--- src/rtl/acc_ctrl_pkg.sv ---
// -----------------------------------------------------------------------------
// acc_ctrl_pkg
// Shared definitions for the accumulator-datapath controller:
//   - opcode values (IR[7:4])
//   - datapath select encodings (MUX_*, ALU_*, SH_*)
//   - controller state enum (adds ST_WAIT when ACC_CTRL_SINGLE_STEP_EN is defined)
//   - control-word struct produced by acc_ctrl_decode
//   - is_two_byte() helper identifying opcodes that carry an operand byte
// Optional feature macro: ACC_CTRL_SINGLE_STEP_EN
// -----------------------------------------------------------------------------
package acc_ctrl_pkg;

  // Opcodes (upper nibble of the instruction byte)
  localparam logic [3:0] OP_LDA = 4'h0;
  localparam logic [3:0] OP_STA = 4'h1;
  localparam logic [3:0] OP_LDI = 4'h2;
  localparam logic [3:0] OP_JMP = 4'h3;
  localparam logic [3:0] OP_JZ  = 4'h4;
  localparam logic [3:0] OP_JP  = 4'h5;
  localparam logic [3:0] OP_ADD = 4'h6;
  localparam logic [3:0] OP_SUB = 4'h7;
  localparam logic [3:0] OP_AND = 4'h8;
  localparam logic [3:0] OP_OR  = 4'h9;
  localparam logic [3:0] OP_NOT = 4'hA;
  localparam logic [3:0] OP_INC = 4'hB;
  localparam logic [3:0] OP_DEC = 4'hC;
  localparam logic [3:0] OP_SHF = 4'hD;
  localparam logic [3:0] OP_IN  = 4'hE;
  localparam logic [3:0] OP_SYS = 4'hF;  // IR[3]=0 OUT, IR[3]=1 HALT

  // Datapath mux select
  localparam logic [1:0] MUX_SHIFT = 2'b00;
  localparam logic [1:0] MUX_RF    = 2'b01;
  localparam logic [1:0] MUX_IN    = 2'b10;
  localparam logic [1:0] MUX_IMM   = 2'b11;

  // ALU operation select
  localparam logic [2:0] ALU_PASSA = 3'b000;
  localparam logic [2:0] ALU_ADD   = 3'b001;
  localparam logic [2:0] ALU_SUB   = 3'b010;
  localparam logic [2:0] ALU_AND   = 3'b011;
  localparam logic [2:0] ALU_OR    = 3'b100;
  localparam logic [2:0] ALU_NOT   = 3'b101;
  localparam logic [2:0] ALU_INC   = 3'b110;
  localparam logic [2:0] ALU_DEC   = 3'b111;

  // Shifter select
  localparam logic [1:0] SH_PASS = 2'b00;
  localparam logic [1:0] SH_SHL  = 2'b01;
  localparam logic [1:0] SH_SHR  = 2'b10;
  localparam logic [1:0] SH_ROR  = 2'b11;

`ifdef ACC_CTRL_SINGLE_STEP_EN
  typedef enum logic [2:0] {
    ST_IDLE,
    ST_FETCH,
    ST_DECODE,
    ST_OPND,
    ST_EXEC,
    ST_HALT,
    ST_WAIT
  } state_t;
`else
  typedef enum logic [2:0] {
    ST_IDLE,
    ST_FETCH,
    ST_DECODE,
    ST_OPND,
    ST_EXEC,
    ST_HALT
  } state_t;
`endif

  // Branch condition carried by the control word; resolved by the FSM in EXEC
  typedef enum logic [1:0] {
    BR_NONE,
    BR_ALWAYS,
    BR_ZERO,
    BR_POS
  } branch_t;

  typedef struct packed {
    logic [1:0] muxsel;
    logic       accwr;
    logic [2:0] rfaddr;
    logic       rfwr;
    logic [2:0] alusel;
    logic [1:0] shiftsel;
    logic       outen;
    branch_t    branch;
    logic       halt;
  } ctrl_word_t;

  // All strobes low, selects at passA / pass / shifter
  localparam ctrl_word_t CTRL_NOP = '0;

  // Opcodes LDI, JMP, JZ, JP are followed by an operand byte
  function automatic logic is_two_byte(input logic [3:0] op);
    return (op >= OP_LDI) && (op <= OP_JP);
  endfunction

endpackage

--- src/rtl/acc_ctrl_decode.sv ---
// -----------------------------------------------------------------------------
// acc_ctrl_decode
// Combinational instruction decoder. Turns the latched instruction register
// into the datapath control word; the word is forced to CTRL_NOP unless the
// controller is in EXEC. Also classifies the byte arriving from program
// memory as one- or two-byte so the FSM can decide during DECODE.
// Ports:
//   ir        in  DATA_W  latched instruction register
//   exec      in  1       controller is in EXEC
//   peek_op   in  4       opcode nibble of the byte currently on pm_data
//   ctrl      out struct  control word (strobes, selects, branch kind, halt)
//   two_byte  out 1       peek_op carries an operand byte
// -----------------------------------------------------------------------------
module acc_ctrl_decode
  import acc_ctrl_pkg::*;
#(
  parameter int DATA_W = 8
) (
  input  logic [DATA_W-1:0] ir,
  input  logic              exec,
  input  logic [3:0]        peek_op,
  output ctrl_word_t        ctrl,
  output logic              two_byte
);

  logic [3:0] op;
  logic [2:0] r;

  assign op       = ir[DATA_W-1 -: 4];
  assign r        = ir[2:0];
  assign two_byte = is_two_byte(peek_op);

  always_comb begin
    ctrl = CTRL_NOP;
    if (exec) begin
      case (op)
        OP_LDA: begin
          ctrl.muxsel = MUX_RF;
          ctrl.accwr  = 1'b1;
          ctrl.rfaddr = r;
        end
        OP_STA: begin
          ctrl.rfwr   = 1'b1;
          ctrl.rfaddr = r;
        end
        OP_LDI: begin
          ctrl.muxsel = MUX_IMM;
          ctrl.accwr  = 1'b1;
        end
        // Jumps leave the datapath on ACC->ALU passA->shifter pass so the
        // zero/positive flags describe ACC during this cycle.
        OP_JMP: ctrl.branch = BR_ALWAYS;
        OP_JZ:  ctrl.branch = BR_ZERO;
        OP_JP:  ctrl.branch = BR_POS;
        OP_ADD: begin
          ctrl.alusel = ALU_ADD;
          ctrl.accwr  = 1'b1;
          ctrl.rfaddr = r;
        end
        OP_SUB: begin
          ctrl.alusel = ALU_SUB;
          ctrl.accwr  = 1'b1;
          ctrl.rfaddr = r;
        end
        OP_AND: begin
          ctrl.alusel = ALU_AND;
          ctrl.accwr  = 1'b1;
          ctrl.rfaddr = r;
        end
        OP_OR: begin
          ctrl.alusel = ALU_OR;
          ctrl.accwr  = 1'b1;
          ctrl.rfaddr = r;
        end
        OP_NOT: begin
          ctrl.alusel = ALU_NOT;
          ctrl.accwr  = 1'b1;
        end
        OP_INC: begin
          ctrl.alusel = ALU_INC;
          ctrl.accwr  = 1'b1;
        end
        OP_DEC: begin
          ctrl.alusel = ALU_DEC;
          ctrl.accwr  = 1'b1;
        end
        OP_SHF: begin
          ctrl.shiftsel = ir[1:0];
          ctrl.accwr    = 1'b1;
        end
        OP_IN: begin
          ctrl.muxsel = MUX_IN;
          ctrl.accwr  = 1'b1;
        end
        OP_SYS: begin
          if (ir[3]) ctrl.halt  = 1'b1;
          else       ctrl.outen = 1'b1;
        end
        default: ctrl = CTRL_NOP;
      endcase
    end
  end

endmodule

--- src/rtl/acc_ctrl_fsm.sv ---
// -----------------------------------------------------------------------------
// acc_ctrl_fsm
// Multi-cycle controller for the 8-bit accumulator datapath. Fetches from a
// synchronous program ROM (data valid one cycle after pm_addr), decodes,
// and drives the datapath strobes for one EXEC cycle per instruction.
// One-byte instructions: FETCH, DECODE, EXEC. Two-byte: FETCH, DECODE,
// OPND, EXEC. HALT is terminal until rst_acc.
// Optional feature macro: ACC_CTRL_SINGLE_STEP_EN -- adds input step and a
// WAIT state after each executed instruction; each rising edge of step
// releases exactly one instruction.
// Ports:
//   clk_acc   in  1       clock, rising edge
//   rst_acc   in  1       asynchronous active-high reset
//   start     in  1       leave IDLE, execute from PC=0
//   step      in  1       single-step advance (only with the macro)
//   pm_addr   out PC_W    program ROM address
//   pm_data   in  DATA_W  program ROM read data
//   imm       out DATA_W  operand register to datapath
//   muxsel    out 2       datapath mux select
//   accwr     out 1       accumulator write
//   rfaddr    out 3       register file address
//   rfwr      out 1       register file write
//   alusel    out 3       ALU operation
//   shiftsel  out 2       shifter operation
//   outen     out 1       output-port enable
//   zero      in  1       datapath zero flag
//   positive  in  1       datapath positive flag
//   halted    out 1       HALT has executed
//   pc        out PC_W    current program counter
// -----------------------------------------------------------------------------
module acc_ctrl_fsm
  import acc_ctrl_pkg::*;
#(
  parameter int PC_W   = 8,
  parameter int DATA_W = 8
) (
  input  logic              clk_acc,
  input  logic              rst_acc,
  input  logic              start,
`ifdef ACC_CTRL_SINGLE_STEP_EN
  input  logic              step,
`endif
  output logic [PC_W-1:0]   pm_addr,
  input  logic [DATA_W-1:0] pm_data,
  output logic [DATA_W-1:0] imm,
  output logic [1:0]        muxsel,
  output logic              accwr,
  output logic [2:0]        rfaddr,
  output logic              rfwr,
  output logic [2:0]        alusel,
  output logic [1:0]        shiftsel,
  output logic              outen,
  input  logic              zero,
  input  logic              positive,
  output logic              halted,
  output logic [PC_W-1:0]   pc
);

  state_t              state_reg;
  logic [PC_W-1:0]     pc_reg;
  logic [DATA_W-1:0]   ir_reg;
  logic [DATA_W-1:0]   opr_reg;
`ifdef ACC_CTRL_SINGLE_STEP_EN
  logic                step_d_reg;
`endif

  ctrl_word_t          ctrl;
  logic                two_byte;
  logic                branch_taken;

  acc_ctrl_decode #(
    .DATA_W (DATA_W)
  ) u_decode (
    .ir       (ir_reg),
    .exec     (state_reg == ST_EXEC),
    .peek_op  (pm_data[DATA_W-1 -: 4]),
    .ctrl     (ctrl),
    .two_byte (two_byte)
  );

  always_comb begin
    branch_taken = 1'b0;
    case (ctrl.branch)
      BR_ALWAYS: branch_taken = 1'b1;
      BR_ZERO:   branch_taken = zero;
      BR_POS:    branch_taken = positive;
      default:   branch_taken = 1'b0;
    endcase
  end

  // The ROM is addressed straight from PC: in FETCH this is the opcode
  // address, and in DECODE PC has already advanced to the operand address.
  always_ff @(posedge clk_acc or posedge rst_acc) begin
    if (rst_acc) begin
      state_reg  <= ST_IDLE;
      pc_reg     <= '0;
      ir_reg     <= '0;
      opr_reg    <= '0;
`ifdef ACC_CTRL_SINGLE_STEP_EN
      step_d_reg <= 1'b0;
`endif
    end else begin
`ifdef ACC_CTRL_SINGLE_STEP_EN
      step_d_reg <= step;
`endif
      case (state_reg)
        ST_IDLE: begin
          if (start) state_reg <= ST_FETCH;
        end
        ST_FETCH: begin
          pc_reg    <= pc_reg + PC_W'(1);
          state_reg <= ST_DECODE;
        end
        ST_DECODE: begin
          ir_reg <= pm_data;
          if (two_byte) begin
            pc_reg    <= pc_reg + PC_W'(1);
            state_reg <= ST_OPND;
          end else begin
            state_reg <= ST_EXEC;
          end
        end
        ST_OPND: begin
          opr_reg   <= pm_data;
          state_reg <= ST_EXEC;
        end
        ST_EXEC: begin
          // Not-taken jumps keep PC, which already points past the operand.
          if (branch_taken) pc_reg <= PC_W'(opr_reg);
          if (ctrl.halt) begin
            state_reg <= ST_HALT;
          end else begin
`ifdef ACC_CTRL_SINGLE_STEP_EN
            state_reg <= ST_WAIT;
`else
            state_reg <= ST_FETCH;
`endif
          end
        end
        ST_HALT: begin
          state_reg <= ST_HALT;
        end
`ifdef ACC_CTRL_SINGLE_STEP_EN
        ST_WAIT: begin
          // Only a 0->1 transition releases the next instruction, so a
          // held-high step does not free-run the program.
          if (step && !step_d_reg) state_reg <= ST_FETCH;
        end
`endif
        default: begin
          state_reg <= ST_IDLE;
        end
      endcase
    end
  end

  assign pm_addr  = pc_reg;
  assign pc       = pc_reg;
  assign imm      = opr_reg;
  assign halted   = (state_reg == ST_HALT);
  assign muxsel   = ctrl.muxsel;
  assign accwr    = ctrl.accwr;
  assign rfaddr   = ctrl.rfaddr;
  assign rfwr     = ctrl.rfwr;
  assign alusel   = ctrl.alusel;
  assign shiftsel = ctrl.shiftsel;
  assign outen    = ctrl.outen;

endmodule
--- config.mk ---
export PLATFORM = sky130hd
export DESIGN_NAME = acc_ctrl_fsm
export DESIGN_NICKNAME = d
export VERILOG_FILES = /design/src/rtl/acc_ctrl_pkg.sv /design/src/rtl/acc_ctrl_decode.sv /design/src/rtl/acc_ctrl_fsm.sv
export SDC_FILE = /design/constraint.sdc
export NUM_CORES = 1
export LEC_CHECK = 0
export ABC_AREA = 1
export ABC_CLOCK_PERIOD_IN_PS = 2750
export CAP_MARGIN = 20
export CORE_MARGIN = 2
export CORE_UTILIZATION = 51
export DETAILED_ROUTE_END_ITERATION = 10
export HOLD_SLACK_MARGIN = 0.03
export PLACE_DENSITY = 0.86
export SYNTH_ARGS = -nofsm -noshare
export SYNTH_HDL_FRONTEND = slang
export SYNTH_SLANG_ARGS = --single-unit
--- constraint.sdc ---
create_clock -name clk_acc -period 2.75 [get_ports clk_acc]
set_input_delay 0.275 -clock clk_acc [delete_from_list [all_inputs] [get_ports clk_acc]]
set_output_delay 0.275 -clock clk_acc [all_outputs]
set_load 0.02 [all_outputs]
After elaboration in Yosys (flattened, before gate mapping)
Index checks and enable logic that the tools add are counted.

Register bits: 27. Bits in latches: 0. RAM bits: 0. ROM bits: 0. Bits of input ports: 13. Output and inout bits: 38. Word-level logic and storage cells: 60. Memories: 0.

$add $sub $neg: 1. Multipliers: 0. Div/mod/pow operators: 0. Magnitude comparators: 2. Equal/unequal tests: 26. Shift-type cells: 0. Mux-type cells: 20. Bitwise operators: 0. Reduce and logical (&&, ||, !) cells: 7.

Operator list (number): $eq 4x4->1 const B (8); $pmux 8 s3 (1); $pmux 3 s7 (1); $pmux 3 s6 (1); $eq 4x3->1 const B (4); $mux 16 (1); $mux 8 (2); $mux 3 (4); $pmux 2 s3 (2); $reduce_or 11->1 (1); $add 8x1->8 const B (1); $eq 4x2->1 const B (2); $eq 3x2->1 const B (2); $eq 3x3->1 const B (2); $mux 1 (6); $ne 2x2->1 const B (3); $reduce_or 6->1 (1); $eq 2x2->1 const B (2); $eq 4x1->1 const B (1); $ge 4x2->1 const B (1); $le 4x3->1 const B (1); $logic_not 4->1 (1); $eq 3x1->1 const B (1); $logic_not 3->1 (1); 6 further kinds (6).

Logic depth before layout (Yosys ltp)
Depth after elaboration: 8. Gate-level depth with buffers: 9. Mapped depth without buffers: 9.

Cells and area by module
A second synthesis with hierarchy kept.

Cells, all modules: 250. Area total of the unflattened synthesis: 1721.7 sq um.

Modules (own cells, without submodules): acc_ctrl_fsm (times used 1, cells each 186, area an instance 1436.4 sq um, sequential area each 675.6 sq um); acc_ctrl_decode (times used 1, cells each 64, area an instance 285.3 sq um, sequential area each 0.0 sq um).

Worst setup path before layout
No wires, ideal clock.

Kind: flip-flop to output port. Start: reg state_reg[0]. End: out shiftsel[0]. Data arrival time: 1.401 ns. Required time: 2.475 ns. Setup slack: 1.074 ns. Stages on the path, launching flop included: 5. Buffers on the path: 1. Path through: dfrtp_1 -> nor2_2 -> nand2_4 -> buf_2 -> nor3_1.

Cells in the longest elaborated chain, start to end: 2.

RTL lines: start, declared (line acc_ctrl_fsm.sv:59) `state_t state_reg;`; start signal, assigned (line acc_ctrl_fsm.sv:95) `state_reg <= ST_IDLE;`; start signal, assigned (line acc_ctrl_fsm.sv:108) `if (start) state_reg <= ST_FETCH;`; start signal, assigned (line acc_ctrl_fsm.sv:112) `state_reg <= ST_DECODE;`; $eq 3x3->1 (line acc_ctrl_fsm.sv:75) `.exec (state_reg == ST_EXEC),`; $mux 16 (line acc_ctrl_decode.sv:35) `if (exec) begin`; end, declared (line acc_ctrl_fsm.sv:51) `output logic [1:0] shiftsel,`.

Every way passes these cells.

Worst setup path in the final report
Start: reg state_reg[0]. End: out outen.

Cells in the longest elaborated chain, start to end: 2.

RTL lines: $eq 3x3->1 (line acc_ctrl_fsm.sv:75); $mux 16 (line acc_ctrl_decode.sv:35); end, declared (line acc_ctrl_fsm.sv:52) `output logic outen,`.

Every way passes these cells.

==> run metrics <==
Max Freq 402 MHz; CP Launch Type flip-flop; Synth Flop Type dfrtp_1; critical path data arrival time 2.21 ns; area share of the leading cell type in the synthesized netlist 0.397; flop2flop setup slack 1.24 ns; port bufs 50; final hold vios 0; Max Slew Vio Count 0; worst-margin pin slew 0.479 ns; max cap viols 0; Hold Path Class in2async; synthesized net count 248; worst vdd ir 0.564 mV; CTS H-tree lvls 1; Rel. slew slack 0.680; worst-case clock skew 0.00450 ns; Reg clk slew, reported paths 0.15 ns; grt total ovfl 0; area leader, netlist dfrtp_1; TritonCTS clock tree built; Final Cycle Share 0.905; Worst Reg-to-Reg Cells 7; Sw Share 0.482; Die Span Y 61.8 um; crit-path max FO 19; Post-DP HPWL 3.03 mm; RSZ-0062 raised after global routing no; share of layout cells above drive strength 1 0.0899; CP Data Required Time 2.48 ns; Synth area leaders dfrtp_1, nand2_1, nand3_1; Pwr Density 1080 mW/mm^2; First DRT Iteration DRCs 88; Post-Synthesis Cells 234; Die X 61.8 um; total chip power 2.38 mW; crit end category primary output; drt wl/cell 11.9 um; IO Count 51; CP Cell Sequence nor2_2, nand2_4, inv_4, nand3_1, nor2_1, clkdlybuf4s50_1; Final #Nets 293; number of global-route vias before repair 1446; Comb pwr share 0.596; internal power 1.24 mW; critical path type reg2out; synth warn 0; routability congestion estimate 0.980; Slowest cell on crit path clkdlybuf4s50_1; status complete, no violations; Net Sw Power 1.15 mW; Setup Viol. Count Final 0; asr flop ratio synth 1.00; Max clock buf depth 2; Synth Cell Area 0.00170 sq mm; worst r2r dst pc[2]; DP Cell Count 318; clk sinks 27; Seq cells post-synth 27; Core ar. 0.00310 sq mm; synth unique cells 28; CTS resizes 0; post-route insts no fill 322; Slowest Stage Delay on Critical Path 0.61 ns; filler instances 293; Clk pwr share 0.074; fin crit period 2.49 ns; Seq pwr share 0.330; Critical Path Source state_reg[0]; Hold-fix buffers, CTS 0; Die Area 0.00381 sq mm; Critical Path End outen; number of antenna violations at the first check in global routing 0; Setup Fix Bufs, Post-CTS 0; Total GRT Usage 0.226; first-pass GRT wire length 6.34 mm; vias per std cell 5.12; largest net degree at the start of global routing 28; CTS buffer count 3; Area Growth Syn to Fin 30.2%; post-route setup TNS 0 ns; Vias 1650; Routed WL 3.83 mm; Root Buffer clkbuf_4; ANT cells 0; Reg-to-Reg Start state_reg[0]; top cells by count, synth nand2_1, dfrtp_1, nand3_1, nor2_1, inv_1; number of flops mapped to enable cells by yosys 0; Leak 1.05 nW; Worst-Skew Late Latency 0.33 ns; Row Count 20; Pre-antenna DRT Iters 5; antenna-violating nets left 0; Mean Syn Cell Area 7.27 sq um; Starting Density 0.548; DRC Markers 0; sequential share of the synthesized area 0.397; most frequent cell after synthesis nand2_1
cell families (layout without fill, tap and decap cells):
logic type                 Yosys count  after routing  synth area share
AOI/OAI and AO/OA                   20             20            0.0669
xor gates and xnor gates             1              1           0.00515
adders and majority gates            1              1           0.00735
buffers and inverters               38             82             0.110
DFF                                 27             27             0.397
muxes                                6              6            0.0397
and+or+nand+nor                    141            141             0.374
how the worst min path moves through the flow:
| stage | to | cells after the start | start |
|---|---|---|---|
| finish | pc[3] | 3 | rst_acc |
| global route | pc[3] | 3 | rst_acc |
| CTS | pc[3] | 3 | rst_acc |
| detailed placement | imm[6] | 2 | imm[6] |
| global placement | imm[5] | 2 | imm[5] |
| floorplan | imm[0] | 1 | rst_acc |
area by class of cell:
cell class,instances,area [sq um],share of cell area
flip-flops and latches,27,676,0.305
well taps,44,55.1,0.0248
multi-input cells,169,840,0.379
clock inverters,1,7.51,0.00339
inverters,26,100,0.0452
clock buffers,3,22.5,0.0102
repair buffers,52,515,0.233
power by group through the flow:
| stage | combinational [mW] | clock (mW) | sequential (mW) |
|---|---|---|---|
| after floorplan | 0.874 | 0 | 0.875 |
| final | 1.42 | 0.177 | 0.787 |
| after global routing | 1.57 | 0.198 | 0.816 |
| after CTS | 1.43 | 0.186 | 0.784 |
| after global placement | 1.40 | 0 | 0.787 |
| after detailed placement | 1.42 | 0 | 0.794 |
placed cells by master (no fill, tap or decap), drive strengths merged:
master         count
a21oi              1
a31oi              1
a41oi              1
buf                2
clkbuf             3
clkdlybuf4s50     50
clkinvlp           1
dfrtp             27
ha                 1
inv               26
mux2               6
nand2             82
nand3             25
nand3b             2
nand4              1
nor2              25
nor3               6
o2111ai            1
o21ai             14
o21bai             2
xnor2              1
critical path: cells and delay by family, from the launching register on:
kind	cells	cell delay, ns
buffers and inverters	2	0.79
DFF	1	0.48
and+or+nand+nor	4	0.61
metrics by stage:
stage	setup WS (ns)	cell area, sq um	hold slack (ns)	utilization
final	0.261	2220	0.279	0.714
after global routing	0.0929	2220	0.313	0.714
after CTS	0.245	2220	0.281	0.714
after detailed placement	0.656	2190	0.518	0.704
after global placement	0.692	2190	0.519	0.704
after floorplan	1.07	1700	0.328	-
metal layers:
layer  up-vias  track usage  share of wire
met2        76        0.368           0.48
met4         0        0.100          0.014
met1       744        0.305           0.43
li1        825            -              -
met5         -            0              0
met3         5       0.0269          0.073
Note: power is estimated with default switching activity, not from simulation.
